$ cat config.mk
export PLATFORM = sky130hd
export DESIGN_NAME = light_pwm_driver
export DESIGN_NICKNAME = d
export VERILOG_FILES = /design/src/rtl/light_pkg.sv /design/src/rtl/pwm_channel_gen.sv /design/src/rtl/light_pwm_driver.sv
export SDC_FILE = /design/constraint.sdc
export NUM_CORES = 1
export LEC_CHECK = 0
export CAP_MARGIN = 20
export CORE_UTILIZATION = 52
export CTS_BUF_LIST = sky130_fd_sc_hd__clkbuf_8 sky130_fd_sc_hd__clkbuf_16
export DETAILED_ROUTE_END_ITERATION = 8
export PLACE_DENSITY = 0.82
export SLEW_MARGIN = 20
export SYNTH_ARGS = -nofsm -noshare
export SYNTH_HDL_FRONTEND = slang
export SYNTH_SLANG_ARGS = --single-unit
export TNS_END_PERCENT = 5
$ cat constraint.sdc
create_clock -name clk -period 2.3 [get_ports clk]
set_input_delay 0.46 -clock clk [delete_from_list [all_inputs] [get_ports clk]]
set_output_delay 0.46 -clock clk [all_outputs]
set_load 0.01 [all_outputs]
$ cat src/rtl/light_pkg.sv
// Shared codes and FSM states for the light_control -> light_pwm_driver chain.
// Also provides the color-to-channel enable mapping.
package light_pkg;

    typedef enum logic [1:0] {
        LUM_OFF  = 2'b00,
        LUM_LOW  = 2'b01,
        LUM_MID  = 2'b10,
        LUM_HIGH = 2'b11
    } lum_t;

    typedef enum logic [1:0] {
        COL_WHITE = 2'b00,
        COL_RED   = 2'b01,
        COL_GREEN = 2'b10,
        COL_BLUE  = 2'b11
    } col_t;

    typedef enum logic [2:0] {
        STEADY   = 3'd0,
        RAMP     = 3'd1,
        FADE_OUT = 3'd2,
        SWITCH   = 3'd3,
        FADE_IN  = 3'd4
    } state_t;

    // Channel enables ordered {r, g, b}.
    function automatic logic [2:0] color_enable(input col_t c);
        case (c)
            COL_WHITE: color_enable = 3'b111;
            COL_RED:   color_enable = 3'b100;
            COL_GREEN: color_enable = 3'b010;
            default:   color_enable = 3'b001;
        endcase
    endfunction

endpackage

$ cat src/rtl/pwm_channel_gen.sv
// Free-running PWM counter with a per-period shadow duty.
// Drives three registered channel outputs gated by their enables.
module pwm_channel_gen #(
    parameter int PWM_BITS = 8
) (
    input  logic                clk,
    input  logic                reset,
    input  logic [PWM_BITS-1:0] duty,
    input  logic [2:0]          enable,
    output logic                pwm_r,
    output logic                pwm_g,
    output logic                pwm_b
);

    // Period is 2^PWM_BITS-1 so that a full-scale duty reads as always on.
    localparam logic [PWM_BITS-1:0] CNT_LAST = PWM_BITS'((1 << PWM_BITS) - 2);

    logic [PWM_BITS-1:0] counter;
    logic [PWM_BITS-1:0] shadow;

    always_ff @(posedge clk) begin
        if (reset) begin
            counter <= '0;
            shadow  <= '0;
            pwm_r   <= 1'b0;
            pwm_g   <= 1'b0;
            pwm_b   <= 1'b0;
        end else begin
            {pwm_r, pwm_g, pwm_b} <= enable & {3{counter < shadow}};
            if (counter == CNT_LAST) begin
                counter <= '0;
                shadow  <= duty;
            end else begin
                counter <= counter + 1'b1;
            end
        end
    end

endmodule

$ cat src/rtl/light_pwm_driver.sv
// Ramps LED duty toward the luminosity target and sequences color changes
// as fade-out / switch / fade-in; PWM generation is delegated to pwm_channel_gen.
module light_pwm_driver
    import light_pkg::*;
#(
    parameter int PWM_BITS  = 8,
    parameter int RAMP_DIV  = 16,
    parameter int DUTY_LOW  = 64,
    parameter int DUTY_MID  = 160,
    parameter int DUTY_HIGH = 255
) (
    input  logic                clk,
    input  logic                reset,
    input  logic [1:0]          luminosity,
    input  logic [1:0]          color,
    output logic                pwm_r,
    output logic                pwm_g,
    output logic                pwm_b,
    output logic [PWM_BITS-1:0] duty,
    output logic                busy,
    output state_t              state
);

    localparam int PRE_W = (RAMP_DIV > 2) ? $clog2(RAMP_DIV) : 1;
    localparam logic [PRE_W-1:0]    PRE_LAST = PRE_W'(RAMP_DIV - 1);
    localparam logic [PWM_BITS-1:0] DUTY_MAX = {PWM_BITS{1'b1}};

    lum_t                lum_q;
    col_t                col_q;
    col_t                active_q, active_d;
    state_t              state_q, state_d;
    logic [PWM_BITS-1:0] duty_q, duty_d;
    logic [PRE_W-1:0]    presc;
    logic                tick;
    logic [PWM_BITS-1:0] target;
    logic [PWM_BITS-1:0] duty_up, duty_dn, duty_toward;
    logic                color_changed;

    assign tick          = (presc == PRE_LAST);
    assign color_changed = (col_q != active_q);

    always_comb begin
        case (lum_q)
            LUM_LOW:  target = PWM_BITS'(DUTY_LOW);
            LUM_MID:  target = PWM_BITS'(DUTY_MID);
            LUM_HIGH: target = PWM_BITS'(DUTY_HIGH);
            default:  target = '0;
        endcase
    end

    // Saturating single steps; ramps re-read target every tick so it can move mid-ramp.
    assign duty_up     = (duty_q == DUTY_MAX) ? duty_q : duty_q + 1'b1;
    assign duty_dn     = (duty_q == '0) ? duty_q : duty_q - 1'b1;
    assign duty_toward = (duty_q < target) ? duty_up :
                         (duty_q > target) ? duty_dn : duty_q;

    always_ff @(posedge clk) begin
        if (reset) begin
            lum_q    <= LUM_OFF;
            col_q    <= COL_WHITE;
            active_q <= COL_WHITE;
            state_q  <= STEADY;
            duty_q   <= '0;
            presc    <= '0;
        end else begin
            lum_q    <= lum_t'(luminosity);
            col_q    <= col_t'(color);
            active_q <= active_d;
            state_q  <= state_d;
            duty_q   <= duty_d;
            presc    <= tick ? '0 : presc + 1'b1;
        end
    end

    always_comb begin
        state_d  = state_q;
        duty_d   = duty_q;
        active_d = active_q;
        case (state_q)
            STEADY: begin
                if (color_changed)         state_d = FADE_OUT;
                else if (duty_q != target) state_d = RAMP;
            end
            RAMP: begin
                if (color_changed)         state_d = FADE_OUT;
                else if (duty_q == target) state_d = STEADY;
                else if (tick)             duty_d  = duty_toward;
            end
            FADE_OUT: begin
                if (duty_q == '0) state_d = SWITCH;
                else if (tick)    duty_d  = duty_dn;
            end
            SWITCH: begin
                // Latest col_q wins, so presses made during the fade collapse here.
                active_d = col_q;
                state_d  = FADE_IN;
            end
            FADE_IN: begin
                if (color_changed)                          state_d = FADE_OUT;
                else if (target == '0 || duty_q == target)  state_d = STEADY;
                else if (tick)                              duty_d  = duty_toward;
            end
            default: state_d = STEADY;
        endcase
    end

    assign duty  = duty_q;
    assign busy  = (state_q != STEADY);
    assign state = state_q;

    pwm_channel_gen #(
        .PWM_BITS (PWM_BITS)
    ) u_pwm (
        .clk    (clk),
        .reset  (reset),
        .duty   (duty_q),
        .enable (color_enable(active_q)),
        .pwm_r  (pwm_r),
        .pwm_g  (pwm_g),
        .pwm_b  (pwm_b)
    );

endmodule

; ---- Word-level counts from Yosys, hierarchy flattened
; Cells that the tools add are included.
[totals]
ff_bits = 40
inputBits = 6
output_inout_bits = 15
word_cells = 77
[op_classes]
n_addsub = 4
magnitude_cmp = 3
eq_ne = 25
n_mux = 22
bitwise_logic = 1
n_reduce_logical = 11
[op_table]
columns = operator, count
row1 = 2-to-1 mux 8 bit, 11
row2 = case mux 8 bit (3 select lines), 2
row3 = 2-to-1 mux 3 bit, 7
row4 = adder 8 x 1 -> 8 bit (second input constant), 2
row5 = equality test 8 bit (second input constant), 2
row6 = logical NOT 8 bit, 2
row7 = less-than comparator 8 bit, 2
row8 = case mux 3 bit (5 select lines), 1
row9 = != test 2 bit (second input constant), 7
row10 = != test 3 bit (second input constant), 3
row11 = case mux 3 bit (3 select lines), 1
row12 = equality test 8 bit, 1
row13 = > comparator 8 bit, 1
row14 = != test 8 bit, 1
row15 = subtractor 8 x 1 -> 8 bit (second input constant), 1
row16 = AND reduction 7 bit, 1
row17 = equality test 2 bit (second input constant), 3
row18 = equality test 3 x 2 -> 1 bit (second input constant), 2
row19 = nonzero test 3 bit, 2
row20 = adder 4 x 1 -> 4 bit (second input constant), 1
row21 = equality test 2 x 1 -> 1 bit (second input constant), 2
row22 = equality test 4 bit (second input constant), 1
row23 = AND reduction 4 bit, 1
row24 = OR reduction 2 bit, 2
row25 = 7 further kinds, 7

; ---- Logic depth before layout (Yosys ltp)
; Gate-level depths: netlist of run 1.
[depth]
depth_word = 9
depth_mapped = 11
depth_no_buf = 10

; ---- Hierarchy
; From an unflattened synthesis of run 1, not the netlist that was laid out.
[unflattened]
cells_unflattened = 300
area_unflattened_um2 = 2627.5
[by_module_without_submodules]
columns = mod, instances, cells_per_inst, area_each_um2, seq_area_each_um2
row1 = light_pwm_driver, 1, 193, 1624.1, 420.4
row2 = pwm_channel_gen, 1, 107, 1003.5, 380.4

; ---- Least setup slack after synthesis of run 1
; No wires, ideal clock.
[synth_timing]
path_type = register -> register
from = reg lum_q[0]
to = reg duty_q[4], in the netlist duty[4]
setup_time_ns = 0.131
t_arrival_ns = 1.977
required_ns = 2.169
path_slack_ns = 0.192
stages_incl_launch_ff = 11
n_path_buf = 1
period_less_slack_ns = 2.108
path_cell_list = dfxtp_1 -> nand2_1 -> ha_1 -> a31o_2 -> a21oi_1 -> o21ai_1 -> nor2_1 -> buf_2 -> nor3_1 -> a211oi_1 -> nor3_2
[synth_via]
elab_chain_cells = 9
word_cells_on_any_way = 20
cone_classes = order compare: 2 / eq/ne: 6 / mux: 9 / reduce/logical: 3
[synth_rtl]
columns = element, line_no
row1 = start: declaration, light_pwm_driver.sv:28  ; lum_t lum_q;
row2 = start signal: assignment, light_pwm_driver.sv:66  ; lum_q <= lum_t'(luminosity);
row3 = equality test 2 bit / equality test 2 x 1 -> 1 bit (equally long branches), light_pwm_driver.sv:43  ; case (lum_q)
row4 = case mux 8 bit (3 select lines) (*), light_pwm_driver.sv:43
row5 = > comparator 8 bit, light_pwm_driver.sv:55  ; (duty_q > target) ? duty_dn : duty_q;
row6 = 2-to-1 mux 8 bit, light_pwm_driver.sv:55
row7 = 2-to-1 mux 8 bit, light_pwm_driver.sv:54  ; assign duty_toward = (duty_q < target) ? duty_up :
row8 = 2-to-1 mux 8 bit, "light_pwm_driver.sv:87, light_pwm_driver.sv:101"
row9 = 2-to-1 mux 8 bit (on tied branches), "light_pwm_driver.sv:100, light_pwm_driver.sv:86"
row10 = 2-to-1 mux 8 bit (on tied branches), "light_pwm_driver.sv:99, light_pwm_driver.sv:85"
row11 = case mux 8 bit (3 select lines), light_pwm_driver.sv:79  ; case (state_q)
row12 = end signal: assignment, light_pwm_driver.sv:70  ; duty_q <= duty_d;
row13 = end: declaration, light_pwm_driver.sv:32  ; logic [PWM_BITS-1:0] duty_q, duty_d;
; Every way passes the cells marked *; elsewhere a longest branch is shown, timed or not. The select of a mux whose other input is x is not followed.
; A chain may end at the register's enable or synchronous reset.

; ---- Final worst setup path of run 1
[layout_timing]
from = reg duty_q[7], in the netlist duty[7]
to = reg duty_q[3], in the netlist duty[3]
[layout_via]
elab_chain_cells = 8
word_cells_on_any_way = 22
cone_classes = order compare: 2 / eq/ne: 5 / mux: 12 / reduce/logical: 3
[layout_rtl]
columns = element
row1 = "parallel branches: the longest is 8 deep, another holds > comparator 8 bit"
; Parallel ways; which one is timed is not known. The select of a mux whose other input is x is not followed.

==> impl_metrics.py, run 1 <==
metrics = {
    "finish": {
        "num_antenna_cells": 0,
        "multi_input_area_um2": 1535,
        "most-common-layout-cells": "42 x nor2_1, 38 x dfxtp_1, 23 x ha_1, 20 x inv_1, 20 x clkdlybuf4s50_1",
        "layout_commonest_cell": "nor2_1",
        "regArea_um2": 805.8,
        "stdcell_count": 376,
        "final_nets": 352,
        "fillers": 369,
        "area_growth_pct": 20.25,
        "layout-drive-gt1-share_pct": 13.27,
    },
    "drt": {
        "dr.pass1.iters": 6,
        "vias": 2124,
        "routed_via_density": 5.649,
        "detail-route-antenna-nets": 0,
        "routed_wl_um": 5469,
        "drc_errors": 2,
        "wl_per_cell_um": 14.55,
        "initialDrtViolationCount": 164,
    },
    "yosys": {
        "synth_edf_count": 0,
        "syn_avg_cell_area_um2": 8.353,
        "yosysWarningCount": 0,
        "netlist_area_um2": 2447,
        "synth_top_area_share_pct": 32.72,
        "ys_seq_area_share_pct": 32.72,
        "synth_top_area_cell": "dfxtp_1",
        "async_flop_share_pct": 0,
        "synth.area.top_cells": "dfxtp_1 33%, ha_1 12%, nor2_1 6.4%",
        "ys_types": 48,
        "ys_seq_elements": 40,
        "syn-num-nets": 322,
        "ys.flop_type": "dfxtp_1",
        "synthCells": 293,
    },
    "global_routing": {
        "grt_start_max_net_pins": 23,
        "overflow": 0,
        "grt_usage_pct": 23.40,
        "antenna_found_initial": 0,
        "grt_pass1_vias": 2059,
        "grt_pass1_wl_um": 9273,
    },
    "run_status": {
        "violations": "design-rule violations",
        "status": "finished, violations left",
    },
    "timing": {
        "drv_slew": 0,
        "setup_ws_ns": 0.1040,
        "timing.final.crit_share_pct": 95.48,
        "fin_skew_ns": 0.009392,
        "rsz0062_at_grt": "yes",
        "worstMarginPinSlew_ns": 0.4682,
        "max_freq_ghz": 0.4554,
        "fin_tns_setup_ns": 0,
        "relSlewSlack_pct": 68.78,
        "hold_viol": 0,
        "post-route-min-period_ns": 2.196,
        "setup_viol": 0,
    },
    "min_path": {
        "worstHoldStart": "presc[0]",
        "holdCritPathClass": "register to register",
        "hold-path-endpoint": "presc[0]",
        "min_path_cells": 1,
    },
    "place": {
        "place.gp.congestion": 0.8720,
        "dp_hpwl_um": 3821,
        "port_buffers": 20,
        "placed_cells": 366,
        "pre_cts_ws_ns": 0.001841,
    },
    "clock_tree": {
        "clkLatencyLatePin_ns": 0.29,
        "clock_sinks": 40,
        "cts.clk_slew.worst_paths_ns": 0.08,
        "cts_buffer_depth": 2,
        "cts_tree": "done",
        "cts_root_buffer": "clkbuf_8",
        "numCtsBuffers": 5,
        "h-tree-depth": 2,
        "cts_hold_buf": 0,
    },
    "pwr": {
        "vdd_drop_max_uv": 402.4,
        "leakagePower_uw": 0.001203,
        "p_per_area_nw_per_um2": 579.3,
    },
    "worst_setup_path": {
        "timing.rr.end": "duty[3]",
        "reg2regPathDepth": 9,
        "worstSetupPathType": "register to register",
        "crit_required_ns": 2.51,
        "ff2ff_setup_slack_ns": 0.10,
        "start_kind": "register",
        "crit_arrival_ns": 2.41,
        "worstReg2RegStart": "duty[7]",
        "cp-startpoint": "duty[7]",
        "path_max_fanout": 8,
        "worst_setup_path_end_kind": "register",
    },
    "floorplanning": {
        "dieArea_um2": 4985,
        "rows": 24,
        "core-area_um2": 4444,
        "start_util_pct": 55.07,
        "die_h_um": 70.61,
        "ios": 21,
        "die_x_um": 70.61,
    },
    "flow_run": {
        "drv_cap": 0,
    },
}
[flip-flops by register name (all words and copies together) (netlist names), 2 cells and up]
| signal | count |
|---|---|
| state | 3 |
| presc | 4 |
| col_q | 2 |
| u_pwm.shadow | 8 |
| u_pwm.counter | 8 |
| active_q | 2 |
| duty | 8 |
| lum_q | 2 |
[metrics by stage]
stage                     utilization (%)  cell area, um^2  hold WS, ns  power [uW]
after detailed placement            62.05             2758       0.4860        1081
final                               66.22             2943       0.4945        1705
after CTS                           65.63             2917       0.4985        1709
after global placement              62.05             2758       0.4700        1069
after global routing                66.22             2943       0.5275        1784
after floorplan                         -             2447       0.4527       977.8
[worst max-delay path by stage]
stage               to  slack [ns]  cells past startpoint
6_report       duty[3]        0.10                      9
5_1_grt        duty[1]       -0.04                      9
4_1_cts        duty[1]       0.004                      8
3_5_place_dp   duty[1]       0.002                      9
3_3_place_gp   duty[1]        0.11                      9
2_1_floorplan  duty[4]        0.19                     10
[where the power goes]
group,leakage [uW],internal [uW],switching (uW),total (uW)
combinational,0.000812,146,174,320
sequential,0.000326,722,44.0,766
clock,0.0000645,383,235,618
total,0.00120,1250,453,1700
[final cells by class]
cell class | count | area share [%]
repair buffers | 38 | 11.39
clock buffers | 7 | 3.274
clock inverters | 1 | 1.020
well taps | 52 | 2.211
inverters | 20 | 2.551
multi-input cells | 218 | 52.17
flip-flops and latches | 40 | 27.38
[Yosys cell counts, types with 2 or more instances]
library cell,instances
nand2_1,12
xor2_1,8
nor2_1,42
o21ai_0,5
a21o_1,2
o21bai_1,3
buf_6,2
clkbuf_1,8
a21oi_1,19
ha_1,23
mux2i_1,12
nor4_1,6
nor3b_1,3
buf_2,6
o21ai_1,5
and3_1,5
nand3_1,8
o21a_1,3
nor3_1,10
nor2b_1,8
nand4_1,5
nand2b_1,3
nor3_2,2
xnor2_1,8
dfxtp_1,40
a31oi_1,4
inv_1,20
[routing by layer]
metal  track usage, %  part of all wire, %
met5                0                    0
met4            9.556                  1.9
met3            3.989                  5.2
met2            40.67                   48
met1            28.92                   45
[what timing repair did]
action,4_1_cts,5_1_grt
pin swaps,2,1
endpoints found under the setup margin,2,10
gates resized for setup,3,8
cloned,1,0
buffers inserted,0,1
[worst max-delay path, stage by stage (launching register included)]
cell and delay [ns]:
dfxtp_1 0.46, ha_1 0.30, nand2_1 0.11, nor2_1 0.08, a41oi_1 0.22, o221a_2 0.29
o221ai_4 0.16, a21oi_1 0.22, nor2_1 0.09, nor3_2 0.19
[cell families (layout without fill, tap and decap cells)]
logic type	Yosys count	in the layout	share of synthesized area (%)
xor+xnor	16	16	5.726
fa+ha+maj	23	23	11.76
simple gates	115	115	24.85
mux	12	12	4.908
buf+inv	36	66	6.442
compound gates	51	52	13.60
flops	40	40	32.72
Note: power is estimated with default switching activity, not from simulation.
==> inputs of run 2 (changes only) <==
--- a/config.mk
+++ b/config.mk
@@ -10,8 +10,7 @@
 export CTS_BUF_LIST = sky130_fd_sc_hd__clkbuf_8 sky130_fd_sc_hd__clkbuf_16
 export DETAILED_ROUTE_END_ITERATION = 8
 export PLACE_DENSITY = 0.82
-export SLEW_MARGIN = 20
 export SYNTH_ARGS = -nofsm -noshare
 export SYNTH_HDL_FRONTEND = slang
 export SYNTH_SLANG_ARGS = --single-unit
-export TNS_END_PERCENT = 5
+export TNS_END_PERCENT = 10
==> results of run 2 <==
The final DEF is identical to that of run 1; final timing and power are the same.
